<file path="src/rtl/soc_mem_pkg.sv">
// Shared size encodings, FSM state type and default read latency for soc_mem_ctrl.
package soc_mem_pkg;

   localparam logic [1:0] SZ_BYTE = 2'b00;
   localparam logic [1:0] SZ_HALF = 2'b01;
   localparam logic [1:0] SZ_WORD = 2'b10;
   localparam logic [1:0] SZ_RSVD = 2'b11;

   localparam int unsigned RD_LATENCY_DEF = 1;

   typedef enum logic [1:0] {
      StIdle,
      StIssue,
      StWait,
      StResp
   } state_e;

endpackage

</file>
<file path="src/rtl/soc_mem_lane_fmt.sv">
// Combinational byte-lane steering for stores and lane extract / extension for loads.
module soc_mem_lane_fmt
   import soc_mem_pkg::*;
(
   input  logic [1:0]  i_size,
   input  logic [1:0]  i_off,
   input  logic        i_signed,
   input  logic [31:0] i_wdata,
   input  logic [31:0] i_rdata,
   output logic [3:0]  o_wea,
   output logic [31:0] o_dia,
   output logic [31:0] o_rdata
);

   logic [7:0]  w_byte;
   logic [15:0] w_half;

   assign w_byte = i_rdata[{i_off, 3'b000} +: 8];
   assign w_half = i_rdata[{i_off[1], 4'b0000} +: 16];

   always_comb begin
      o_wea   = 4'b0000;
      o_dia   = '0;
      o_rdata = '0;
      unique case (i_size)
         SZ_BYTE: begin
            o_wea   = 4'b0001 << i_off;
            o_dia   = {4{i_wdata[7:0]}};
            o_rdata = {{24{i_signed & w_byte[7]}}, w_byte};
         end
         SZ_HALF: begin
            o_wea   = i_off[1] ? 4'b1100 : 4'b0011;
            o_dia   = {2{i_wdata[15:0]}};
            o_rdata = {{16{i_signed & w_half[15]}}, w_half};
         end
         default: begin
            o_wea   = 4'b1111;
            o_dia   = i_wdata;
            o_rdata = i_rdata;
         end
      endcase
   end

endmodule

</file>
<file path="src/rtl/soc_mem_ctrl.sv">
// Load/store adapter in front of a synchronous block RAM, one request at a time.
// Define SOC_MEM_CTRL_ALIGN_CHK_EN to reject misaligned/reserved requests with rsp_err.
module soc_mem_ctrl
   import soc_mem_pkg::*;
#(
   parameter int unsigned ADDR_W     = 12,
   parameter int unsigned RD_LATENCY = RD_LATENCY_DEF
) (
   input  logic              clka,
   input  logic              rsta_n,
   input  logic              req_valid,
   output logic              req_ready,
   input  logic              req_we,
   input  logic [1:0]        req_size,
   input  logic              req_signed,
   input  logic [ADDR_W+1:0] req_addr,
   input  logic [31:0]       req_wdata,
   output logic              rsp_valid,
   input  logic              rsp_ready,
   output logic [31:0]       rsp_rdata,
   output logic              rsp_err,
   output logic [ADDR_W-1:0] mem_addra,
   output logic [31:0]       mem_dia,
   output logic [3:0]        mem_wea,
   input  logic [31:0]       mem_doa,
   output logic              mem_rsta
);

   state_e            r_state, w_state_d;
   logic              r_req_ready, w_req_ready_d;
   logic              r_rsp_valid, w_rsp_valid_d;
   logic              r_rsp_err, w_rsp_err_d;
   logic [31:0]       r_rsp_rdata, w_rsp_rdata_d;
   logic [ADDR_W-1:0] r_mem_addra, w_mem_addra_d;
   logic [31:0]       r_mem_dia, w_mem_dia_d;
   logic [3:0]        r_mem_wea, w_mem_wea_d;
   logic [1:0]        r_size, w_size_d;
   logic [1:0]        r_off, w_off_d;
   logic              r_signed, w_signed_d;
   logic              r_we, w_we_d;
   logic              r_wait_cnt, w_wait_cnt_d;

   logic [1:0]        w_size_n;
   logic [1:0]        w_off_n;
   logic              w_err;
   logic [1:0]        w_fmt_size;
   logic [1:0]        w_fmt_off;
   logic              w_fmt_signed;
   logic [3:0]        w_fmt_wea;
   logic [31:0]       w_fmt_dia;
   logic [31:0]       w_fmt_rdata;

   // Normalise the incoming request: reserved size and sub-size offset bits.
   always_comb begin
      w_size_n = req_size;
      w_off_n  = req_addr[1:0];
      w_err    = 1'b0;
`ifdef SOC_MEM_CTRL_ALIGN_CHK_EN
      w_err = (req_size == SZ_RSVD) ||
              ((req_size == SZ_HALF) && req_addr[0]) ||
              ((req_size == SZ_WORD) && (req_addr[1:0] != 2'b00));
`else
      if (req_size == SZ_RSVD) begin
         w_size_n = SZ_WORD;
      end
`endif
      if (w_size_n == SZ_HALF) begin
         w_off_n[0] = 1'b0;
      end else if (w_size_n == SZ_WORD) begin
         w_off_n = 2'b00;
      end
   end

   // One formatter serves both paths: live request in IDLE, latched request otherwise.
   assign w_fmt_size   = (r_state == StIdle) ? w_size_n   : r_size;
   assign w_fmt_off    = (r_state == StIdle) ? w_off_n    : r_off;
   assign w_fmt_signed = (r_state == StIdle) ? req_signed : r_signed;

   soc_mem_lane_fmt u_lane_fmt (
      .i_size   (w_fmt_size),
      .i_off    (w_fmt_off),
      .i_signed (w_fmt_signed),
      .i_wdata  (req_wdata),
      .i_rdata  (mem_doa),
      .o_wea    (w_fmt_wea),
      .o_dia    (w_fmt_dia),
      .o_rdata  (w_fmt_rdata)
   );

   always_comb begin
      w_state_d     = r_state;
      w_rsp_valid_d = r_rsp_valid;
      w_rsp_err_d   = r_rsp_err;
      w_rsp_rdata_d = r_rsp_rdata;
      w_mem_addra_d = r_mem_addra;
      w_mem_dia_d   = r_mem_dia;
      w_mem_wea_d   = 4'b0000;
      w_size_d      = r_size;
      w_off_d       = r_off;
      w_signed_d    = r_signed;
      w_we_d        = r_we;
      w_wait_cnt_d  = r_wait_cnt;

      unique case (r_state)
         StIdle: begin
            if (req_valid && r_req_ready) begin
               w_size_d      = w_size_n;
               w_off_d       = w_off_n;
               w_signed_d    = req_signed;
               w_we_d        = req_we;
               w_rsp_rdata_d = '0;
               if (w_err) begin
                  w_state_d     = StResp;
                  w_rsp_valid_d = 1'b1;
                  w_rsp_err_d   = 1'b1;
               end else begin
                  w_state_d     = StIssue;
                  w_mem_addra_d = req_addr[ADDR_W+1:2];
                  w_mem_dia_d   = w_fmt_dia;
                  w_mem_wea_d   = req_we ? w_fmt_wea : 4'b0000;
               end
            end
         end
         StIssue: begin
            if (r_we) begin
               w_state_d     = StResp;
               w_rsp_valid_d = 1'b1;
            end else begin
               w_state_d    = StWait;
               w_wait_cnt_d = 1'(RD_LATENCY - 1);
            end
         end
         StWait: begin
            if (r_wait_cnt == 1'b0) begin
               w_rsp_rdata_d = w_fmt_rdata;
               w_rsp_valid_d = 1'b1;
               w_state_d     = StResp;
            end else begin
               w_wait_cnt_d = r_wait_cnt - 1'b1;
            end
         end
         StResp: begin
            if (rsp_ready) begin
               w_state_d     = StIdle;
               w_rsp_valid_d = 1'b0;
               w_rsp_err_d   = 1'b0;
            end
         end
         default: w_state_d = StIdle;
      endcase

      w_req_ready_d = (w_state_d == StIdle);
   end

   always_ff @(posedge clka or negedge rsta_n) begin
      if (!rsta_n) begin
         r_state     <= StIdle;
         r_req_ready <= 1'b0;
         r_rsp_valid <= 1'b0;
         r_rsp_err   <= 1'b0;
         r_rsp_rdata <= '0;
         r_mem_addra <= '0;
         r_mem_dia   <= '0;
         r_mem_wea   <= 4'b0000;
         r_size      <= SZ_BYTE;
         r_off       <= 2'b00;
         r_signed    <= 1'b0;
         r_we        <= 1'b0;
         r_wait_cnt  <= 1'b0;
      end else begin
         r_state     <= w_state_d;
         r_req_ready <= w_req_ready_d;
         r_rsp_valid <= w_rsp_valid_d;
         r_rsp_err   <= w_rsp_err_d;
         r_rsp_rdata <= w_rsp_rdata_d;
         r_mem_addra <= w_mem_addra_d;
         r_mem_dia   <= w_mem_dia_d;
         r_mem_wea   <= w_mem_wea_d;
         r_size      <= w_size_d;
         r_off       <= w_off_d;
         r_signed    <= w_signed_d;
         r_we        <= w_we_d;
         r_wait_cnt  <= w_wait_cnt_d;
      end
   end

   assign req_ready = r_req_ready;
   assign rsp_valid = r_rsp_valid;
   assign rsp_err   = r_rsp_err;
   assign rsp_rdata = r_rsp_rdata;
   assign mem_addra = r_mem_addra;
   assign mem_dia   = r_mem_dia;
   assign mem_wea   = r_mem_wea;
   assign mem_rsta  = ~rsta_n;

endmodule

</file>
<file path="config.mk">
export PLATFORM = sky130hd
export DESIGN_NAME = soc_mem_ctrl
export DESIGN_NICKNAME = d
export VERILOG_FILES = /design/src/rtl/soc_mem_pkg.sv /design/src/rtl/soc_mem_lane_fmt.sv /design/src/rtl/soc_mem_ctrl.sv
export SDC_FILE = /design/constraint.sdc
export NUM_CORES = 1
export LEC_CHECK = 0
export ABC_AREA = 1
export BUFFER_PORTS_ARGS = -buffer_cell sky130_fd_sc_hd__buf_4
export CAP_MARGIN = 40
export CORE_MARGIN = 3
export CORE_UTILIZATION = 49
export CTS_BUF_LIST = sky130_fd_sc_hd__clkbuf_4 sky130_fd_sc_hd__clkbuf_8 sky130_fd_sc_hd__clkbuf_16
export CTS_CLUSTER_DIAMETER = 120
export DETAILED_ROUTE_END_ITERATION = 6
export MAX_ROUTING_LAYER = met4
export PLACE_DENSITY = 0.78
export REMOVE_ABC_BUFFERS = 1
export SYNTH_ARGS = -nofsm -noshare
export SYNTH_HDL_FRONTEND = slang
export SYNTH_SLANG_ARGS = --single-unit
</file>
<file path="constraint.sdc">
create_clock -name clka -period 2.36 [get_ports clka]
set_input_delay 0.118 -clock clka [delete_from_list [all_inputs] [get_ports clka]]
set_output_delay 0.118 -clock clka [all_outputs]
set_load 0.02 [all_outputs]
</file>
==> metrics.md <==
| Metric | Value |
|---|---|
| Share of cells above drive strength 1 | 26.7% |
| CTS H-tree depth | 3 |
| Register area | 2250 um^2 |
| Post-synth top flop | dfrtp_1 |
| DRT iter0 DRCs | 225 |
| Flop-to-flop setup slack | 0.30 ns |
| Pwr/cell area | 1360 nW/um^2 |
| Max-slew headroom | 49.0% |
| Synthesized flop and latch total | 90 |
| Routability cong. | 0.919 |
| Core ar. | 8810 um^2 |
| Multi-input gate area | 1870 um^2 |
| WP data required | 2.65 ns |
| Peak supply drop | 0.701 mV |
| Post-synthesis cell type count | 21 |
| Die Ht | 101 um |
| Clock Power Share | 13.1% |
| Ports | 170 |
| Hold Fails Final Rpt | 0 |
| Die W | 101 um |
| Psw | 4.02 mW |
| Hold_ws | 0.00952 ns |
| DP HPWL | 9.39 mm |
| Comb power frac | 55.5% |
| DP Area | 5850 um^2 |
| Crit path to | rsp_rdata[16]$_DFFE_PN0P_ |
| Setup Viol. Count Final | 0 |
| Net Sw Frac | 47.1% |
| RR Startpoint | r_state[0]$_DFF_PN0_ |
| Antenna-violating nets left | 0 |
| Status | finished, final reports clean |
| Unrepaired setup endpoints after global routing | no |
| Drt pass-1 iters | 5 |
| CTS tree | done |
| Final instance area | 6270 um^2 |
| Synth top area share | 50.4% |
| Clk buf depth | 2 |
| Slew @ Worst Pin | 0.765 ns |
| Total Wirelength | 13.7 mm |
| CP Launch Point | r_state[0]$_DFF_PN0_ |
| Ys Warns | 0 |
| Area grow syn2layout | 40.4% |
| Sink Count | 90 |
| CP max FO | 16 |
| Starting density of the core | 50.7% |
| Critical Path AT | 2.35 ns |
| Vias in the first global route | 4638 |
| Diodes inserted | 0 |
| Root buf cell | clkbuf_8 |
| Worst min-delay path class | in2reg |
| Final Cycle Share | 87.3% |
| MaxCap Viol Count | 0 |
| Fill cells | 729 |
| Final Power | 8.54 mW |
| Post-synth EDFFs | 0 |
| Avg Cell Area, Syn | 7.27 um^2 |
| FP Rows | 34 |
| Vias | 4661 |
| Mapped Cells | 614 |
| GR Util All Layers | 28.1% |
| Post-DR wirelength/cell | 15.0 um |
| Worst Setup Start Kind | flip-flop |
| Final nets | 885 |
| Synth async-reset ratio | 100% |
| FF-to-FF path depth | 11 |
| Port Buffers | 168 |
| Largest net degree at the start of global routing | 53 |
| Slew Viols, Final | 0 |
| Setup TNS | 0 ns |
| Pint | 4.51 mW |
| Hold Crit Depth | 3 |
| Pleak | 3.61 nW |
| Vias per cell | 5.11 |
| Most frequent cells in the layout | nand2_1, buf_4, dfrtp_1 |
| Initial antenna violation count | 0 |
| Fin Clk Skew | 0.0155 ns |
| Tmin final | 2.06 ns |
| CP Class | reg2reg |
| Maximum clock rate | 486 MHz |
| Post-Syn Area | 4460 um^2 |
| Commonest non-fill, non-tap cell in the layout | nand2_1 |
| Gr ovfl total | 0 |
| Clock Latency Late Sink | 0.37 ns |
| CTS buffer count | 9 |
| Register share of total power | 31.4% |
| Reg-to-reg endpoint | rsp_rdata[16]$_DFFE_PN0P_ |
| Crit. End Element | flip-flop |
| Sequential-to-total area share from yosys stat | 50.4% |
| Synth area leaders | dfrtp_1, nand2_1, o21ai_0 |
| Die area | 10300 um^2 |
| Clock transition at the registers of the reported paths | 0.09 ns |
| First-pass GRT wire length | 21.9 mm |
| DRC viols | 0 |
| Dominant cell type by area after synthesis | dfrtp_1 |
Yosys cell counts (2+ instances only):
cell and number:
nor2_4 3, dfrtp_1 90, nand2_2 5, a21oi_1 24, nand3_1 6, o21ai_0 70, nor2_1 51, a31oi_1 8
nand2_1 256, inv_1 62, clkbuf_1 21, buf_2 4, inv_2 2, nand2_4 5
stage by stage:
step	std cells	setup WS (ns)	util, %
2_1_floorplan	587	-1.33	-
3_3_place_gp	875	0.344	66.4
3_5_place_dp	875	0.246	66.4
4_1_cts	912	0.213	71.1
5_1_grt	912	0.0897	71.2
6_report	912	0.301	71.2
power by group through the flow:
| stage | registers (mW) | logic (mW) | clock network, mW |
|---|---|---|---|
| final | 2.68 | 4.74 | 1.12 |
| after global routing | 2.76 | 5.27 | 1.20 |
| after detailed placement | 2.69 | 4.70 | 0 |
| after global placement | 2.66 | 4.61 | 0 |
| after floorplan | 3.39 | 2.01 | 0 |
| after CTS | 2.67 | 4.75 | 1.12 |
worst max-delay path: stages (launching register included):
cell and delay (ns):
dfrtp_1 0.47, nor2_4 0.23, nand2_1 0.12, nand2_4 0.17, nand2_4 0.14, nor2_1 0.20
nand2_1 0.11, nand2_2 0.09, nand2_4 0.09, nand2_4 0.20, nand2_1 0.09, nand2_1 0.08
registers in the layout (all words and copies together) (netlist names):
| register | cells |
|---|---|
| rsp_valid | 1 |
| req_ready | 1 |
| r_signed | 1 |
| r_we | 1 |
| mem_addra | 12 |
| r_size | 2 |
| rsp_rdata | 32 |
| r_state | 2 |
| r_off | 2 |
| mem_wea | 4 |
| mem_dia | 32 |
routing by layer:
layer  up-vias  wire, um  global-route usage, %
met5         -         0                      -
met4         0       318                   9.51
li1       2253         -                      -
met3        28      1400                   6.96
met2       252      6460                   44.5
met1      2128      5490                   35.2
final cells by class:
type	count	share of cell area, %
clock buffers	11	2.32
inverters	64	3.83
flip-flops and latches	90	35.9
multi-input cells	433	29.9
well taps	108	2.16
repair buffers	201	24.9
clock inverters	5	0.998
how the worst min path moves through the flow:
stage / slack [ns] / start / endpoint
after CTS: 0.001 / req_wdata[13] / mem_dia[13]$_DFFE_PN0P_
after global routing: 0.0004 / req_wdata[27] / mem_dia[27]$_DFFE_PN0P_
after global placement: 0.1 / rsta_n / rsp_rdata[18]$_DFFE_PN0P_
after floorplan: -0.18 / rsta_n / mem_addra[0]$_DFFE_PN0P_
final: 0.01 / req_signed / r_signed$_DFFE_PN0P_
after detailed placement: 0.10 / rsta_n / rsp_rdata[18]$_DFFE_PN0P_
cells by family (layout without fill, tap and decap cells):
family	count (synthesis)	count (layout)	synth area share [%]
compound gates	103	103	11.8
simple gates	329	329	29.6
other cells	1	1	0.0840
flops	90	90	50.4
buf+inv	91	281	8.02
timing repair:
item                       4_1_cts  5_1_grt
setup endpoints to repair        0        1
hold endpoints to repair        54        0
hold buffers                    21        0
buffers inserted                 0        0
resized for setup                0        1
(Power assumes the default switching activity.)
